===== src/rtl/mdu_pkg.sv =====
// Shared constants for the RV32M multiply/divide unit: funct3 codes, FSM encodings, XLEN.
package mdu_pkg;

    localparam int XLEN = 32;

    localparam logic [2:0] MDU_MUL    = 3'b000;
    localparam logic [2:0] MDU_MULH   = 3'b001;
    localparam logic [2:0] MDU_MULHSU = 3'b010;
    localparam logic [2:0] MDU_MULHU  = 3'b011;
    localparam logic [2:0] MDU_DIV    = 3'b100;
    localparam logic [2:0] MDU_DIVU   = 3'b101;
    localparam logic [2:0] MDU_REM    = 3'b110;
    localparam logic [2:0] MDU_REMU   = 3'b111;

    localparam logic [1:0] S_IDLE = 2'd0;
    localparam logic [1:0] S_BUSY = 2'd1;
    localparam logic [1:0] S_DONE = 2'd2;

    function automatic logic [XLEN-1:0] negate_if(input logic [XLEN-1:0] v, input logic neg);
        return neg ? (~v + 1'b1) : v;
    endfunction

endpackage


===== src/rtl/mdu_shift_core.sv =====
// Shared 64-bit shift datapath: one shift-add multiply or restoring divide step per cycle.
module mdu_shift_core #(
    parameter int XLEN = mdu_pkg::XLEN,
    parameter int ITER = XLEN
) (
    input  logic              clk_i,
    input  logic              rst_i,
    input  logic              i_load,
    input  logic              i_step,
    input  logic              i_clear,
    input  logic              i_div,
    input  logic [XLEN-1:0]   i_lo,
    input  logic [XLEN-1:0]   i_operand,
    output logic [2*XLEN-1:0] o_work,
    output logic              o_last
);
    localparam int CW = $clog2(ITER + 1);

    logic [2*XLEN-1:0] r_work;
    logic [XLEN-1:0]   r_operand;
    logic              r_div;
    logic [CW-1:0]     r_count;

    logic [XLEN:0]     w_sum;
    logic [XLEN:0]     w_shl_hi;
    logic [XLEN+1:0]   w_diff;
    logic              w_ge;
    logic [2*XLEN-1:0] w_mul_next;
    logic [2*XLEN-1:0] w_div_next;

    // Multiply: add multiplicand into the upper half on a set LSB, then shift right (carry kept).
    always_comb begin
        w_sum      = {1'b0, r_work[2*XLEN-1:XLEN]} + (r_work[0] ? {1'b0, r_operand} : '0);
        w_mul_next = {w_sum, r_work[XLEN-1:1]};
    end

    // Divide: shifted partial remainder needs XLEN+1 bits before the trial subtract.
    always_comb begin
        w_shl_hi   = r_work[2*XLEN-1:XLEN-1];
        w_diff     = {1'b0, w_shl_hi} - {2'b00, r_operand};
        w_ge       = ~w_diff[XLEN+1];
        w_div_next = {(w_ge ? w_diff[XLEN-1:0] : w_shl_hi[XLEN-1:0]), r_work[XLEN-2:0], w_ge};
    end

    always_ff @(posedge clk_i) begin
        if (rst_i || i_clear) begin
            r_work    <= '0;
            r_operand <= '0;
            r_div     <= 1'b0;
            r_count   <= '0;
        end else if (i_load) begin
            r_work    <= {{XLEN{1'b0}}, i_lo};
            r_operand <= i_operand;
            r_div     <= i_div;
            r_count   <= CW'(ITER);
        end else if (i_step) begin
            r_work    <= r_div ? w_div_next : w_mul_next;
            r_count   <= r_count - 1'b1;
        end
    end

    assign o_work = r_work;
    assign o_last = (r_count == CW'(1));

endmodule


===== src/rtl/mdu_iterative.sv =====
// RV32M multiply/divide unit: FSM, sign handling, special cases and result mux.
// Optional macro MDU_FAST_MUL_EN: single-cycle combinational multiplies, no stall.
module mdu_iterative #(
    parameter int XLEN = mdu_pkg::XLEN,
    parameter int ITER = XLEN
) (
    input  logic            clk_i,
    input  logic            rst_i,
    input  logic            valid_i,
    input  logic            flush_i,
    input  logic [2:0]      funct3_i,
    input  logic [XLEN-1:0] rs1_i,
    input  logic [XLEN-1:0] rs2_i,
    output logic            stall_o,
    output logic            done_o,
    output logic [XLEN-1:0] result_o,
    output logic            busy_o
);
    import mdu_pkg::*;

    logic [1:0]      r_state;
    logic [2:0]      r_funct3;
    logic            r_neg_a;
    logic            r_neg_b;
    logic            r_special;
    logic [XLEN-1:0] r_special_res;

    logic              w_live, w_start, w_fast, w_is_div;
    logic              w_a_signed, w_b_signed, w_neg_a, w_neg_b;
    logic [XLEN-1:0]   w_mag_a, w_mag_b;
    logic              w_div_zero, w_ovf, w_special;
    logic [XLEN-1:0]   w_special_res;
    logic [2*XLEN-1:0] w_work, w_prod;
    logic [XLEN-1:0]   w_quo, w_rem, w_iter_res, w_fast_res;
    logic              w_last;

    assign w_live     = ~rst_i & ~flush_i;
    assign w_is_div   = funct3_i[2];
    assign w_start    = w_live & valid_i & (r_state == S_IDLE);
    assign w_a_signed = (funct3_i == MDU_MULH) | (funct3_i == MDU_MULHSU) |
                        (funct3_i == MDU_DIV)  | (funct3_i == MDU_REM);
    assign w_b_signed = (funct3_i == MDU_MULH) | (funct3_i == MDU_DIV) | (funct3_i == MDU_REM);
    assign w_neg_a    = w_a_signed & rs1_i[XLEN-1];
    assign w_neg_b    = w_b_signed & rs2_i[XLEN-1];
    assign w_mag_a    = negate_if(rs1_i, w_neg_a);
    assign w_mag_b    = negate_if(rs2_i, w_neg_b);

    // Divide-by-zero and the single signed-overflow pair bypass the datapath.
    assign w_div_zero = w_is_div & (rs2_i == '0);
    assign w_ovf      = ((funct3_i == MDU_DIV) | (funct3_i == MDU_REM)) &
                        (rs1_i == {1'b1, {(XLEN-1){1'b0}}}) & (rs2_i == '1);
    assign w_special  = w_div_zero | w_ovf;
    always_comb begin
        w_special_res = '0;
        if (w_div_zero)
            w_special_res = funct3_i[1] ? rs1_i : '1;
        else if (w_ovf)
            w_special_res = funct3_i[1] ? '0 : {1'b1, {(XLEN-1){1'b0}}};
    end

`ifdef MDU_FAST_MUL_EN
    logic [2*XLEN-1:0] w_fast_a, w_fast_b, w_fast_prod;
    // Sign-extending to 64 bits is the 33x33 signed product taken modulo 2^64.
    assign w_fast_a    = {{XLEN{w_a_signed & rs1_i[XLEN-1]}}, rs1_i};
    assign w_fast_b    = {{XLEN{w_b_signed & rs2_i[XLEN-1]}}, rs2_i};
    assign w_fast_prod = w_fast_a * w_fast_b;
    assign w_fast      = w_start & ~w_is_div;
    assign w_fast_res  = (funct3_i == MDU_MUL) ? w_fast_prod[XLEN-1:0] : w_fast_prod[2*XLEN-1:XLEN];
`else
    assign w_fast      = 1'b0;
    assign w_fast_res  = '0;
`endif

    mdu_shift_core #(.XLEN(XLEN), .ITER(ITER)) u_core (
        .clk_i     (clk_i),
        .rst_i     (rst_i),
        .i_load    (w_start & ~w_fast & ~w_special),
        .i_step    (w_live & (r_state == S_BUSY)),
        .i_clear   (flush_i),
        .i_div     (w_is_div),
        .i_lo      (w_mag_a),
        .i_operand (w_mag_b),
        .o_work    (w_work),
        .o_last    (w_last)
    );

    always_ff @(posedge clk_i) begin
        if (rst_i) begin
            r_state       <= S_IDLE;
            r_funct3      <= '0;
            r_neg_a       <= 1'b0;
            r_neg_b       <= 1'b0;
            r_special     <= 1'b0;
            r_special_res <= '0;
        end else if (flush_i) begin
            r_state <= S_IDLE;
        end else begin
            case (r_state)
                S_IDLE: begin
                    if (w_start && !w_fast) begin
                        r_state       <= w_special ? S_DONE : S_BUSY;
                        r_funct3      <= funct3_i;
                        r_neg_a       <= w_neg_a;
                        r_neg_b       <= w_neg_b;
                        r_special     <= w_special;
                        r_special_res <= w_special_res;
                    end
                end
                S_BUSY:  if (w_last) r_state <= S_DONE;
                default: r_state <= S_IDLE;
            endcase
        end
    end

    // Product negated as a full 64-bit value; remainder follows the dividend's sign.
    assign w_prod = (r_neg_a ^ r_neg_b) ? (~w_work + 1'b1) : w_work;
    assign w_quo  = negate_if(w_work[XLEN-1:0], r_neg_a ^ r_neg_b);
    assign w_rem  = negate_if(w_work[2*XLEN-1:XLEN], r_neg_a);

    always_comb begin
        case (r_funct3)
            MDU_MUL:                        w_iter_res = w_prod[XLEN-1:0];
            MDU_MULH, MDU_MULHSU, MDU_MULHU: w_iter_res = w_prod[2*XLEN-1:XLEN];
            MDU_DIV, MDU_DIVU:              w_iter_res = w_quo;
            default:                        w_iter_res = w_rem;
        endcase
    end

    assign stall_o  = w_live & (((r_state == S_IDLE) & valid_i & ~w_fast) | (r_state == S_BUSY));
    assign done_o   = w_live & ((r_state == S_DONE) | w_fast);
    assign busy_o   = (r_state != S_IDLE);

    always_comb begin
        result_o = '0;
        if (done_o)
            result_o = w_fast ? w_fast_res : (r_special ? r_special_res : w_iter_res);
    end

endmodule


===== config.mk =====
export PLATFORM = sky130hd
export DESIGN_NAME = mdu_iterative
export DESIGN_NICKNAME = d
export VERILOG_FILES = /design/src/rtl/mdu_pkg.sv /design/src/rtl/mdu_shift_core.sv /design/src/rtl/mdu_iterative.sv
export SDC_FILE = /design/constraint.sdc
export NUM_CORES = 1
export LEC_CHECK = 0
export BUFFER_PORTS_ARGS = -buffer_cell sky130_fd_sc_hd__buf_2
export CAP_MARGIN = 20
export CORE_UTILIZATION = 65
export CTS_CLUSTER_DIAMETER = 50
export DETAILED_ROUTE_END_ITERATION = 10
export GPL_ROUTABILITY_DRIVEN = 0
export PLACE_DENSITY = 0.85
export SETUP_SLACK_MARGIN = 0.2
export SYNTH_ARGS = -nofsm -noshare
export SYNTH_HDL_FRONTEND = slang
export SYNTH_SLANG_ARGS = --single-unit

===== constraint.sdc =====
create_clock -name clk_i -period 8.2 [get_ports clk_i]
set_clock_uncertainty 0.15 [all_clocks]
set_input_delay 0.41 -clock clk_i [delete_from_list [all_inputs] [get_ports clk_i]]
set_output_delay 0.41 -clock clk_i [all_outputs]
set_load 0.01 [all_outputs]

==> flow_summary_export.csv <==
group,metric,value,unit
status,outcome,"finished, violations left",
status,violations,"design-rule violations",
global_routing,antenna_found_initial,1,
clocking,cts-root-buf,"clkbuf_16",
clocking,cts_buffers,17,
synth,synth_top_area_share,20.3,%
synth,synth_fa_ha_area_share,6.60,%
sta,tns,0,ns
floorplan,die_width,149,µm
synth,yosysTopAreaCell,"dfxtp_1",
synth,synth_cell_types,84,
critical_path,end_kind,"output port",
clocking,clkSlewWorstSetupHoldPaths,0.07,ns
critical_path,cp-start-kind,"register",
critical_path,crit_buf_inv,2,
layout,final_common_cell,"a21oi_1",
critical_path,arrival,4.15,ns
synth,syn_inst,1968,
clocking,cts_tree,"done",
synth,yosysWarnings,0,
sta,fmax,212,MHz
floorplan,dieHeight,149,µm
clocking,cts_sinks,143,
detailed_routing,wl_per_cell,21.7,µm
layout,post-route-util,71.7,%
detailed_routing,drt-total-wl,49000,µm
floorplan,start_util,66.5,%
power,ir_worst_vdd,0.173,mV
place,io_buffers,105,
synth,synth_top_family_by_area,"compound AO/OA/AOI/OAI gates",
sta,finalCritPeriodShare,57.4,%
critical_path,crit_fanout,16,
global_routing,grt_overflow,0,
critical_path,cpPeakStageDelay,0.81,ns
sta,setup_viol,0,
synth,async_reset_ff_share,0,%
place,dp.cells,2220,
synth,synth-edff-count,0,
layout,final_cell_mix,"a21oi_1 (221), nor2_1 (201), o21ai_0 (153)",
synth,synthMuxAreaShare,3.00,%
layout,drive_gt1_share,10.5,%
sta,min_period,4.71,ns
floorplan,core,21200,µm²
critical_path,slowest_stage,"or4_4",
floorplan,fp.dieArea,22200,µm²
place,hpwl,35100,µm
power,p_per_area,140,nW/µm²
critical_path,crit_chain,"inv_1 -> ha_1 -> nor3b_1 -> nand4b_1 -> or4_4 -> nor2_1 -> a21oi_1 -> xor2_1 -> a21oi_1 -> a21oi_1 -> buf_2",
power,p_switching,0.773,mW
power,power.leakage,5.94,nW
layout,layout.nets,2109,
clocking,cts_hold_buf,0,
synth,ys_ff_latch,143,
worst_hold_path,worstHoldStart,"rs2_i[0]",
sta,worst_pin_slew,1.07,ns
layout,area_growth_syn_to_layout,7.74,%
critical_path,r2r_setup_slack,4.13,ns
clocking,cts.path.max_buffers,2,
sta,maxSlewViolCount,0,
synth,synthTopCellsByArea,"dfxtp_1 (20%), a21oi_1 (7.9%), xnor2_1 (6.7%)",
worst_hold_path,worst_hold_path_type,"input pin to register",
clocking,cts_setup_buffers,0,
synth,synth_compound_area_share,29.3,%
detailed_routing,ant_nets,0,
synth,syn_area,14100,µm²
sta,hold_viol,0,
layout,layout.cells.non_filler,2253,
critical_path,crit_type,"register to output port",
global_routing,grt_pass1_vias,14250,
critical_path,crit_required,7.64,ns
synth,ys_seq_area_share,20.3,%
detailed_routing,vias,15863,
floorplan,num_rows,53,
critical_path,cp_top_family,"simple AND/OR/NAND/NOR gates",
detailed_routing,drt_first_pass_iters,11,
sta,rsz0062_at_grt,"false",
synth,synth-xor-area-share,11.8,%
layout,nFillCells,1714,
critical_path,cp-startpoint,"u_core.o_work[0]",
floorplan,ios,106,
power,p_sw_share,36.5,%
synth,syn_nets,2112,
power,intPower,1.35,mW
global_routing,grt_pass1_wl,75600,µm
critical_path,r2r-start,"u_core.o_work[0]",
flow_run,drv_cap,0,
layout,diodes,0,
critical_path,cp_common_cell,"a21oi_1",
clocking,cts_resized,0,
clocking,clock_latency,0.45,ns
synth,synth_area_per_cell,7.15,µm²
power,combPwrFrac,25.7,%
clocking,cts_max_level,4,
detailed_routing,drc,2,
synth,ys.flop_type,"dfxtp_1",
global_routing,grt_max_degree,74,
detailed_routing,drtIter0Drc,2479,
synth,synth-simple-area-share,23.1,%
sta,maxSlewHeadroom,28.4,%
global_routing,grt_use_total,43.5,%
detailed_routing,vias_per_cell,7.04,
power,seqPwrFrac,35.0,%
power,clkPwrFrac,39.3,%
==> final timing paths <==
| kind | to | depth (start not counted) |
|---|---|---|
| setup / recovery | result_o[4] | 11 |
| hold / removal | u_core.r_operand[0] | 3 |
| setup reg to reg | u_core.o_work[63] | 12 |
| hold reg to reg | r_special_res[27] | 2 |
==> cells in the mapped netlist (all sizes together), types with 27 or more instances <==
library cell and instances:
nand2 140, nor4 30, xor2 82, a21oi 221, nand3 37, nor2b 37, dfxtp 143, o31ai 27
ha 71, a21o 28, nor2 205, nor3 74, a211oi 44, o22ai 30, xnor2 107, inv 63
mux2i 41, o21ai 161, clkbuf 125
==> state kept, by name (all words and copies together) (netlist names) <==
signal,count
u_core.o_work,64
r_special_res,32
u_core.r_operand,32
u_core.r_count,6
r_funct3,3
r_state,2
r_neg_a,1
r_neg_b,1
r_special,1
u_core.r_div,1
==> cells by family after synthesis <==
family | count (synthesis)
adders and majority gates | 73
muxes | 42
buffers and inverters | 208
xor gates and xnor gates | 189
AOI/OAI and AO/OA | 657
DFF | 143
and+or+nand+nor | 656
==> per-stage QoR <==
step / worst slack (ns) / total power, mW / area [µm²] / hold WS, ns
after CTS: 2.87 / 2.09 / 15100 / 0.0995
final: 3.49 / 2.12 / 15200 / 0.0979
after detailed placement: 3.35 / 1.27 / 14500 / 0.298
after global routing: 3.41 / 2.18 / 15200 / 0.112
after global placement: 3.51 / 1.26 / 14500 / 0.285
after floorplan: 4.57 / 1.13 / 14100 / 0.279
==> power by group through the flow <==
stage / Clock (mW) / Sequential, mW / Combinational [mW]
global route: 0.861 / 0.741 / 0.582
finish: 0.833 / 0.741 / 0.545
CTS: 0.825 / 0.737 / 0.524
detailed placement: 0 / 0.753 / 0.520
floorplan: 0 / 0.736 / 0.396
global placement: 0 / 0.752 / 0.509
==> layer usage <==
| layer | track usage (%) | share of wire [%] | up-vias |
|---|---|---|---|
| li1 | - | - | 7170 |
| met1 | 58.8 | 39 | 7272 |
| met2 | 63.1 | 41 | 1149 |
| met3 | 11.7 | 14 | 270 |
| met4 | 22.2 | 5.6 | 2 |
| met5 | 0 | 0.033 | - |
==> layout make-up <==
cell class	instances	area, µm²	share of cell area (%)
sequential	143	2860	18.9
multi-input combinational	1617	10400	68.7
clock buffer	17	425	2.81
tap	275	344	2.27
inverter	63	236	1.56
clock inverter	15	186	1.23
timing repair buffer	123	681	4.49
==> worst register-to-register path: cells and delay by family, from the launching register on <==
kind	cells	cell delay, ns
AOI/OAI and AO/OA	8	2.50
adders and majority gates	1	0.29
buffers and inverters	2	0.37
DFF	1	0.45
and+or+nand+nor	1	0.22
(Power assumes the default switching activity.)
